--- config.mk ---
export PLATFORM = sky130hd
export DESIGN_NAME = wave_resynth
export DESIGN_NICKNAME = d
export VERILOG_FILES = /design/src/rtl/wave_resynth.sv
export SDC_FILE = /design/constraint.sdc
export NUM_CORES = 1
export LEC_CHECK = 0
export CAP_MARGIN = 20
export CORE_MARGIN = 3
export CORE_UTILIZATION = 45
export CTS_BUF_LIST = sky130_fd_sc_hd__clkbuf_8
export DETAILED_ROUTE_END_ITERATION = 12
export GPL_ROUTABILITY_DRIVEN = 0
export PLACE_DENSITY_LB_ADDON = 0.05
export SLEW_MARGIN = 20
export SYNTH_ARGS = -nofsm -noshare
export SYNTH_HDL_FRONTEND = slang
export SYNTH_SLANG_ARGS = --single-unit
--- constraint.sdc ---
create_clock -name clk -period 8.2 [get_ports clk]
set_clock_uncertainty 0.1 [all_clocks]
set_input_delay 1.64 -clock clk [delete_from_list [all_inputs] [get_ports clk]]
set_output_delay 1.64 -clock clk [all_outputs]
set_load 0.02 [all_outputs]
--- src/rtl/wave_resynth.sv ---
// Two-channel phase-accumulator waveform resynthesiser (parabolic sine / triangle)
// producing per-channel samples and their sum, one sample per sample_en strobe.
module wave_resynth #(
  parameter int LOG2_N = 11
) (
  input  logic                     clk,
  input  logic                     rst,
  input  logic                     load,
  input  logic                     stop,
  input  logic [LOG2_N-1:0]        idx1,
  input  logic [LOG2_N-1:0]        idx2,
  input  logic [1:0]               type1,
  input  logic [1:0]               type2,
  input  logic                     sample_en,
  output logic signed [11:0]       out1,
  output logic signed [11:0]       out2,
  output logic signed [12:0]       sum_out,
  output logic                     out_valid,
  output logic                     busy,
  output logic                     frame_pulse,
  output logic                     alias_err
);

  typedef enum logic [0:0] {ST_IDLE = 1'b0, ST_RUN = 1'b1} state_t;

  function automatic logic [11:0] sine_map(input logic [11:0] a);
    logic [10:0] h;
    logic [20:0] prod;
    logic [11:0] m;
    h        = a[10:0];
    prod     = 21'(h) * 21'(11'd2047 - h);
    m        = 12'(prod >> 10);
    sine_map = a[11] ? (12'd0 - m) : m;
  endfunction

  function automatic logic [11:0] tri_map(input logic [11:0] a);
    logic [11:0] t;
    t       = a[11] ? (12'd4095 - a) : a;
    tri_map = t - 12'd1024;
  endfunction

  function automatic logic is_muted(input logic [1:0] typ, input logic [LOG2_N-1:0] idx);
    is_muted = (typ == 2'd0) || (typ == 2'd3) || (idx == {LOG2_N{1'b0}}) || idx[LOG2_N-1];
  endfunction

  function automatic logic [11:0] wave_map(input logic [1:0] typ, input logic muted,
                                           input logic [11:0] a);
    logic [11:0] r;
    r = 12'd0;
    if (muted) begin
      r = 12'd0;
    end else begin
      case (typ)
        2'd1:    r = sine_map(a);
        2'd2:    r = tri_map(a);
        default: r = 12'd0;
      endcase
    end
    wave_map = r;
  endfunction

  state_t              state_r;
  logic [LOG2_N-1:0]   idx1_r, idx2_r;
  logic [1:0]          type1_r, type2_r;
  logic [31:0]         phase1_r, phase2_r;
  logic [LOG2_N-1:0]   frame_r;

  logic                load_acc_s;
  logic                step_s;
  logic [31:0]         inc1_s, inc2_s;
  logic [11:0]         wave1_s, wave2_s;

  // Stop has priority over load; a sample is only taken when neither is present.
  assign load_acc_s = load & ~stop;
  assign step_s     = (state_r == ST_RUN) & sample_en & ~load & ~stop;
  assign inc1_s     = {idx1_r, {(32-LOG2_N){1'b0}}};
  assign inc2_s     = {idx2_r, {(32-LOG2_N){1'b0}}};
  assign wave1_s    = wave_map(type1_r, is_muted(type1_r, idx1_r), phase1_r[31:20]);
  assign wave2_s    = wave_map(type2_r, is_muted(type2_r, idx2_r), phase2_r[31:20]);

  // Latched channel configuration and the sticky alias flag.
  always_ff @(posedge clk or posedge rst) begin
    if (rst) begin
      idx1_r    <= {LOG2_N{1'b0}};
      idx2_r    <= {LOG2_N{1'b0}};
      type1_r   <= 2'd0;
      type2_r   <= 2'd0;
      alias_err <= 1'b0;
    end else if (load_acc_s) begin
      idx1_r    <= idx1;
      idx2_r    <= idx2;
      type1_r   <= type1;
      type2_r   <= type2;
      alias_err <= alias_err | idx1[LOG2_N-1] | idx2[LOG2_N-1];
    end
  end

  // Run/idle control, phase accumulation and registered sample outputs.
  always_ff @(posedge clk or posedge rst) begin
    if (rst) begin
      state_r     <= ST_IDLE;
      busy        <= 1'b0;
      phase1_r    <= 32'd0;
      phase2_r    <= 32'd0;
      frame_r     <= {LOG2_N{1'b0}};
      out1        <= 12'sd0;
      out2        <= 12'sd0;
      sum_out     <= 13'sd0;
      out_valid   <= 1'b0;
      frame_pulse <= 1'b0;
    end else begin
      out_valid   <= step_s;
      frame_pulse <= step_s && (frame_r == {LOG2_N{1'b1}});
      case (state_r)
        ST_IDLE: begin
          if (load_acc_s) begin
            state_r  <= ST_RUN;
            busy     <= 1'b1;
            phase1_r <= 32'd0;
            phase2_r <= 32'd0;
            frame_r  <= {LOG2_N{1'b0}};
          end
        end
        ST_RUN: begin
          if (stop) begin
            state_r  <= ST_IDLE;
            busy     <= 1'b0;
            phase1_r <= 32'd0;
            phase2_r <= 32'd0;
            frame_r  <= {LOG2_N{1'b0}};
            out1     <= 12'sd0;
            out2     <= 12'sd0;
            sum_out  <= 13'sd0;
          end else if (load) begin
            phase1_r <= 32'd0;
            phase2_r <= 32'd0;
            frame_r  <= {LOG2_N{1'b0}};
          end else if (sample_en) begin
            out1     <= wave1_s;
            out2     <= wave2_s;
            sum_out  <= {wave1_s[11], wave1_s} + {wave2_s[11], wave2_s};
            phase1_r <= phase1_r + inc1_s;
            phase2_r <= phase2_r + inc2_s;
            frame_r  <= frame_r + LOG2_N'(1'b1);
          end
        end
        default: begin
          state_r <= ST_IDLE;
          busy    <= 1'b0;
        end
      endcase
    end
  end

endmodule
==> results of run 1 <==
## cell families (layout without fill, tap and decap cells)
kind of cell               count (synthesis)  after routing  share of synthesized area
buffers and inverters                    327            380                    0.09355
xor gates and xnor gates                  70             70                    0.04677
and+or+nand+nor                          417            417                     0.1389
muxes                                     23             23                    0.01878
other                                      2             18                  0.0005526
AOI/OAI and AO/OA                        275            275                     0.1385
adders and majority gates                326            326                     0.3769
DFF                                      101            101                     0.1860
## power by group
group	switching, mW	internal, mW
Clock	0.249	0.131
Combinational	0.940	0.610
Sequential	0.0406	0.539
Total	1.23	1.28
## layer usage
metal / track usage / wire length, um
met1: 0.2978 / 16220
met2: 0.3491 / 15630
met3: 0.02870 / 1288
met4: 0.04548 / 636
met5: 0 / 0
## stage by stage
step | hold slack (ns) | total power, mW | cells
after floorplan | 0.3655 | 1.782 | 1557
after global placement | 0.3631 | 2.118 | 1978
after detailed placement | 0.3651 | 2.134 | 1978
after CTS | 0.3946 | 2.531 | 1994
after global routing | 0.4190 | 2.760 | 1994
final | 0.3907 | 2.509 | 1994
## final timing paths
| path | startpoint | endpoint | slack [ns] | depth (start not counted) |
|---|---|---|---|---|
| max | phase1_r[28] | sum_out[11] | 0.63 | 26 |
| min | sum_out[1] | sum_out[1] | 0.39 | 2 |
| max reg2reg | phase1_r[28] | sum_out[11] | 0.63 | 26 |
| min reg2reg | sum_out[1] | sum_out[1] | 0.39 | 2 |
| max in group asynchronous | rst | phase2_r[25] | 5.19 | 3 |
| min in group asynchronous | rst | phase1_r[21] | 1.45 | 2 |
## area by class of cell
type,count,area (um^2),area share
tap,384,480.5,0.03199
inverter,265,997.2,0.06639
timing repair buffer,99,920.9,0.06131
clock inverter,7,103.9,0.006914
sequential,101,2529,0.1684
clock buffer,9,123.9,0.008247
multi-input combinational,1129,9864,0.6568
## registers in the layout, indices dropped and copies added, names as in the netlist
| name | flops |
|---|---|
| alias_err | 1 |
| busy | 1 |
| frame_pulse | 1 |
| frame_r | 11 |
| idx1_r | 11 |
| idx2_r | 11 |
| out1 | 12 |
| out2 | 12 |
| out_valid | 1 |
| phase1_r | 11 |
| phase2_r | 11 |
| state_r | 1 |
| sum_out | 13 |
| type1_r | 2 |
| type2_r | 2 |
## worst reg2reg max path: stages, from the launching register on
cell      delay (ns)
dfrtp_1         0.65
clkinv_1        0.14
buf_4           0.23
nand2_1         0.11
fa_1            0.40
fa_1            0.48
fa_1            0.57
inv_1           0.05
fa_1            0.47
inv_1           0.05
fa_1            0.47
inv_1           0.04
ha_1            0.31
o32ai_1         0.55
ha_1            0.30
nor3b_2         0.31
and3_1          0.25
a211oi_1        0.08
or3_1           0.42
nor2b_1         0.16
ha_1            0.36
and3_1          0.18
a21oi_1         0.10
o21ai_0         0.11
o41ai_1         0.33
xnor2_1         0.16
o21ai_0         0.08
## cell usage after synthesis, types with 12 or more instances
cell | number | area share
nor2_1 | 133 | 0.037
xnor2_1 | 33 | 0.021
ha_1 | 187 | 0.17
mux2_2 | 20 | 0.017
nand2_1 | 149 | 0.041
dfrtp_1 | 101 | 0.19
fa_1 | 139 | 0.20
o22ai_1 | 20 | 0.0092
inv_1 | 253 | 0.070
a21oi_1 | 57 | 0.021
clkbuf_1 | 44 | 0.012
nand3_1 | 26 | 0.0096
a21o_1 | 15 | 0.0083
and3_1 | 15 | 0.0069
xor2_1 | 34 | 0.022
a22o_1 | 12 | 0.0077
o21ai_0 | 56 | 0.021
nor3_1 | 18 | 0.0066
==> impl_metrics.py, run 1 <==
metrics = {
    "finish": {
        "fin_util": 0.5136,
        "final_cell_mix": "inv_1 (252), ha_1 (187), nand2_1 (149)",
        "drive_gt1_frac": 0.06646,
        "nets": 1962,
        "final.fill_count": 2818,
        "layout_commonest_cell": "inv_1",
        "final_cell_area_um2": 15020,
        "areaGrowthSynthToFinish_pct": 10.52,
        "n_antenna_cell": 0,
    },
    "yosys": {
        "synthCells": 1541,
        "ys_seq_elements": 101,
        "yosysWarnings": 0,
        "synth_flop_cell": "dfrtp_1",
        "synth_cell_types": 82,
        "avgSynthCellArea_um2": 8.818,
        "synth_edf_count": 0,
        "syn-cell-area_um2": 13590,
        "async_reset_ff_frac": 1.000,
        "seq_area_frac_synth": 0.1860,
    },
    "grt": {
        "grt_max_degree": 70,
        "grt_pass1_vias": 10680,
        "antenna_found_initial": 0,
        "grt_usage": 0.2112,
        "grt_pass1_wl_um": 55990,
        "grt_remaining_overflow": 0,
    },
    "setup_path": {
        "crit_path_end_kind": "register",
        "cpLargestDelayFamily": "adder cells",
        "worst-path-max-fanout": 14,
        "critical_path.max_stage_delay_ns": 0.65,
        "path_common_cell": "fa_1",
        "cp_num_buf_inv": 5,
        "critPathLaunchType": "register",
        "arrival_ns": 7.75,
        "cp.required_ns": 8.37,
        "critPathSlowestCell": "dfrtp_1",
        "path_class": "reg2reg",
    },
    "outcome": {
        "status": "finished, final reports clean",
    },
    "timing": {
        "rsz0062_at_grt": "false",
        "max_slew_margin": 0.3311,
        "drv_slew": 0,
        "hold_viol": 0,
        "fmax_mhz": 132.0,
        "setup_violations": 0,
        "post-route-period-util": 0.9237,
        "worst_slew_pin_slew_ns": 1.003,
        "fin_setup_tns_ns": 0,
        "fin_ws_ns": 0.6255,
        "period_needed_ns": 7.575,
    },
    "routing": {
        "first_iter_violations": 709,
        "wl_um": 33780,
        "via_per_inst": 5.298,
        "drc": 0,
        "dr_total_vias": 10560,
        "wl_per_cell_um": 16.94,
        "ant_nets": 0,
        "drt_pass1_iterations": 5,
    },
    "clock_tree": {
        "cts.sinks": 101,
        "htreeDepth": 3,
        "post-cts-setup-buffer-count": 0,
        "clockRootBuffer": "clkbuf_8",
        "cts_tree": "built",
        "clk_path_buf_depth": 2,
        "clk_pin_slew_ns": 0.13,
        "postCtsResizedCells": 0,
        "cts_buffers": 9,
        "cts_hold_buffers": 0,
        "clock_latency_ns": 0.43,
    },
    "die": {
        "dieArea_um2": 32320,
        "io_pins": 72,
        "rows": 62,
        "initial_utilization": 0.4647,
        "die_h_um": 179.8,
        "coreArea_um2": 29250,
        "die_w_um": 179.8,
    },
    "placed_design": {
        "hpwl_um": 26740,
        "dp_slack_ns": 0.5819,
        "dpl-instance-area_um2": 14790,
        "port_buffers": 71,
    },
    "hold_path": {
        "hold_class": "reg2reg",
    },
    "power": {
        "vdd_ir_drop_max_mv": 0.1295,
        "power.density_nw_per_um2": 167.1,
        "leakage_nw": 7.840,
    },
    "flow_run": {
        "max_cap_violations": 0,
    },
}
(Power assumes the default switching activity.)
==> run 2, diff against run 1 <==
--- a/config.mk
+++ b/config.mk
@@ -12,6 +12,7 @@
 export DETAILED_ROUTE_END_ITERATION = 12
 export GPL_ROUTABILITY_DRIVEN = 0
 export PLACE_DENSITY_LB_ADDON = 0.05
+export RECOVER_POWER = 25
 export SLEW_MARGIN = 20
 export SYNTH_ARGS = -nofsm -noshare
 export SYNTH_HDL_FRONTEND = slang
==> constraint.sdc (replaced) <==
create_clock -name clk -period 8.42 [get_ports clk]
set_clock_uncertainty 0.1 [all_clocks]
set_input_delay 1.684 -clock clk [delete_from_list [all_inputs] [get_ports clk]]
set_output_delay 1.684 -clock clk [all_outputs]
set_load 0.02 [all_outputs]
==> run 2 against run 1 <==
The flow now finishes with violations (max-capacitance violations, max-slew violations). Global-route usage is 0.20 points higher. Critical path depth is 1 higher. Critical path type unchanged. Setup slack better by 0.033 ns. Clock-buffer cell count stayed put. Hold slack worse by 0.0015 ns. Sequential power is 1% lower. Clock power is 10% lower. Power is 4.0% lower. Via count is 0.33% higher.
==> impl_metrics.py, run 2 (synthesized netlist as in run 1, its figures left out) <==
metrics = {
    "finish": {
        "largest_reg_flops": 13,
        "drive_gt1_frac": 0.06301,
        "layout_commonest_cell": "inv_1",
        "final_cell_mix": "inv_1 (252), ha_1 (187), nand2_1 (149)",
        "top_regs": "sum_out (13), out1 (12), out2 (12)",
        "nets": 1955,
        "largest-register": "sum_out",
        "final_cell_area_um2": 14960,
        "layout.cells.non_filler": 1987,
        "n_antenna_cell": 0,
        "areaGrowthSynthToFinish_pct": 10.08,
    },
    "outcome": {
        "violations": "max-capacitance violations, max-slew violations",
        "status": "finished with violations",
    },
    "die": {
        "dieArea_um2": 32320,
        "rows": 62,
        "initial_utilization": 0.4647,
        "io_pins": 72,
        "die_h_um": 179.8,
        "coreArea_um2": 29250,
        "die_w_um": 179.8,
    },
    "grt": {
        "antenna_found_initial": 0,
        "grt_max_degree": 54,
        "grt_remaining_overflow": 0,
        "grt_usage": 0.2132,
        "grt_pass1_wl_um": 56780,
        "grt_pass1_vias": 10970,
    },
    "timing": {
        "period_needed_ns": 7.761,
        "rsz0062_at_grt": "false",
        "setup_violations": 0,
        "max_slew_margin": -0.4805,
        "post-route-period-util": 0.9218,
        "fin_setup_tns_ns": 0,
        "drv_slew": 50,
        "worst_slew_pin_slew_ns": 2.209,
        "whs_ns": 0.3892,
        "hold_viol": 0,
        "fmax_mhz": 128.8,
    },
    "setup_path": {
        "worst-path-max-fanout": 13,
        "crit_path_end_kind": "register",
        "cp.required_ns": 8.59,
        "arrival_ns": 7.93,
        "path_class": "reg2reg",
        "critPathLaunchType": "register",
    },
    "power": {
        "vdd_ir_drop_max_mv": 0.1119,
        "power_switching_mw": 1.174,
        "seq_power_share": 0.237,
        "power.density_nw_per_um2": 161.0,
        "combPwrFrac": 0.621,
        "leakage_nw": 7.787,
        "p_sw_frac": 0.4875,
        "p_int_mw": 1.234,
        "pwr-share-clk": 0.142,
    },
    "routing": {
        "drt_pass1_iterations": 5,
        "ant_nets": 0,
        "via_per_inst": 5.334,
        "wl_um": 33390,
        "dr_total_vias": 10600,
        "wl_per_cell_um": 16.80,
        "first_iter_violations": 540,
        "drc": 0,
    },
    "clock_tree": {
        "cts_buffers": 9,
        "clock_latency_ns": 0.40,
        "cts.sinks": 101,
        "htreeDepth": 3,
        "cts_tree": "built",
        "cts_hold_buffers": 0,
        "clockRootBuffer": "clkbuf_8",
        "clk_path_buf_depth": 2,
        "clk_pin_slew_ns": 0.12,
    },
    "placed_design": {
        "place_inst": 1971,
        "hpwl_um": 26640,
        "dpl-instance-area_um2": 14760,
        "port_buffers": 71,
    },
    "hold_path": {
        "hold_class": "reg2reg",
    },
    "flow_run": {
        "max_cap_violations": 1,
    },
}
[run 2: cell type report]
| class | count | area, um^2 |
|---|---|---|
| fillers | 2790 | 14290 |
| multi-input cells | 1129 | 9868 |
| flip-flops and latches | 101 | 2530 |
| inverters | 265 | 999.7 |
| repair buffers | 92 | 884.6 |
| well taps | 384 | 480.5 |
| clock buffers | 9 | 123.9 |
| clock inverters | 7 | 72.57 |
[run 2: per-layer routing]
layer | share of wire | track usage
met4 | 0.013 | 0.03806
met5 | 0 | 0
met3 | 0.039 | 0.02445
met1 | 0.48 | 0.3025
met2 | 0.47 | 0.3575
[run 2: repair_timing]
item | CTS | global route
gates resized for setup | 0 | 3
setup endpoints to repair | 0 | 1
setup buffers | 0 | 0
[run 2: critical path, stage by stage, from the launching register on]
cell,delay (ns)
dfrtp_1,0.64
inv_2,0.30
nand2_1,0.11
fa_1,0.54
inv_1,0.06
fa_1,0.52
fa_1,0.46
fa_1,0.55
inv_1,0.05
fa_1,0.53
inv_1,0.04
ha_1,0.41
a21o_1,0.28
a211oi_2,0.28
nor3_1,0.13
o21ai_1,0.19
nor3b_1,0.33
nor2_1,0.16
o31ai_1,0.29
xor2_1,0.21
o22ai_1,0.12
ha_1,0.37
and3_1,0.18
a21oi_1,0.10
o21ai_0,0.13
o41ai_1,0.33
xnor2_1,0.15
o21ai_0,0.08
[run 2: path summary, 6_finish.rpt]
check                                   from      endpoint  slack [ns]  cells after the start
worst max-delay path            phase2_r[25]   sum_out[11]        0.66                     27
worst max register to register  phase2_r[25]   sum_out[11]        0.66                     27
min in group asynchronous                rst    frame_r[7]        2.20                      2
max in group asynchronous                rst  phase2_r[26]        4.40                      3
worst min-delay path              sum_out[1]    sum_out[1]        0.39                      2
worst min register to register    sum_out[1]    sum_out[1]        0.39                      2
[run 2: power by group through the flow]
stage / registers [mW] / clock network [mW] / logic (mW)
floorplan: 0.575 / 0 / 1.16
global placement: 0.581 / 0 / 1.47
detailed placement: 0.582 / 0 / 1.49
CTS: 0.572 / 0.355 / 1.50
global route: 0.579 / 0.375 / 1.72
finish: 0.571 / 0.342 / 1.50
[run 2: per-stage QoR]
stage               utilization  power (mW)  setup slack [ns]
finish                   0.5115       2.409            0.6585
global route             0.5115       2.671           0.05737
CTS                      0.5116       2.427            0.5071
detailed placement       0.5048       2.073            0.5423
global placement         0.5039       2.055            0.6320
floorplan                     -       1.735             1.282
==> run 3, diff against run 2 <==
--- a/config.mk
+++ b/config.mk
@@ -13,6 +13,7 @@
 export GPL_ROUTABILITY_DRIVEN = 0
 export PLACE_DENSITY_LB_ADDON = 0.05
 export RECOVER_POWER = 25
+export SKIP_CTS_REPAIR_TIMING = 1
 export SLEW_MARGIN = 20
 export SYNTH_ARGS = -nofsm -noshare
 export SYNTH_HDL_FRONTEND = slang
==> results of run 3 <==
The final DEF is identical to that of run 2; final timing and power are the same.
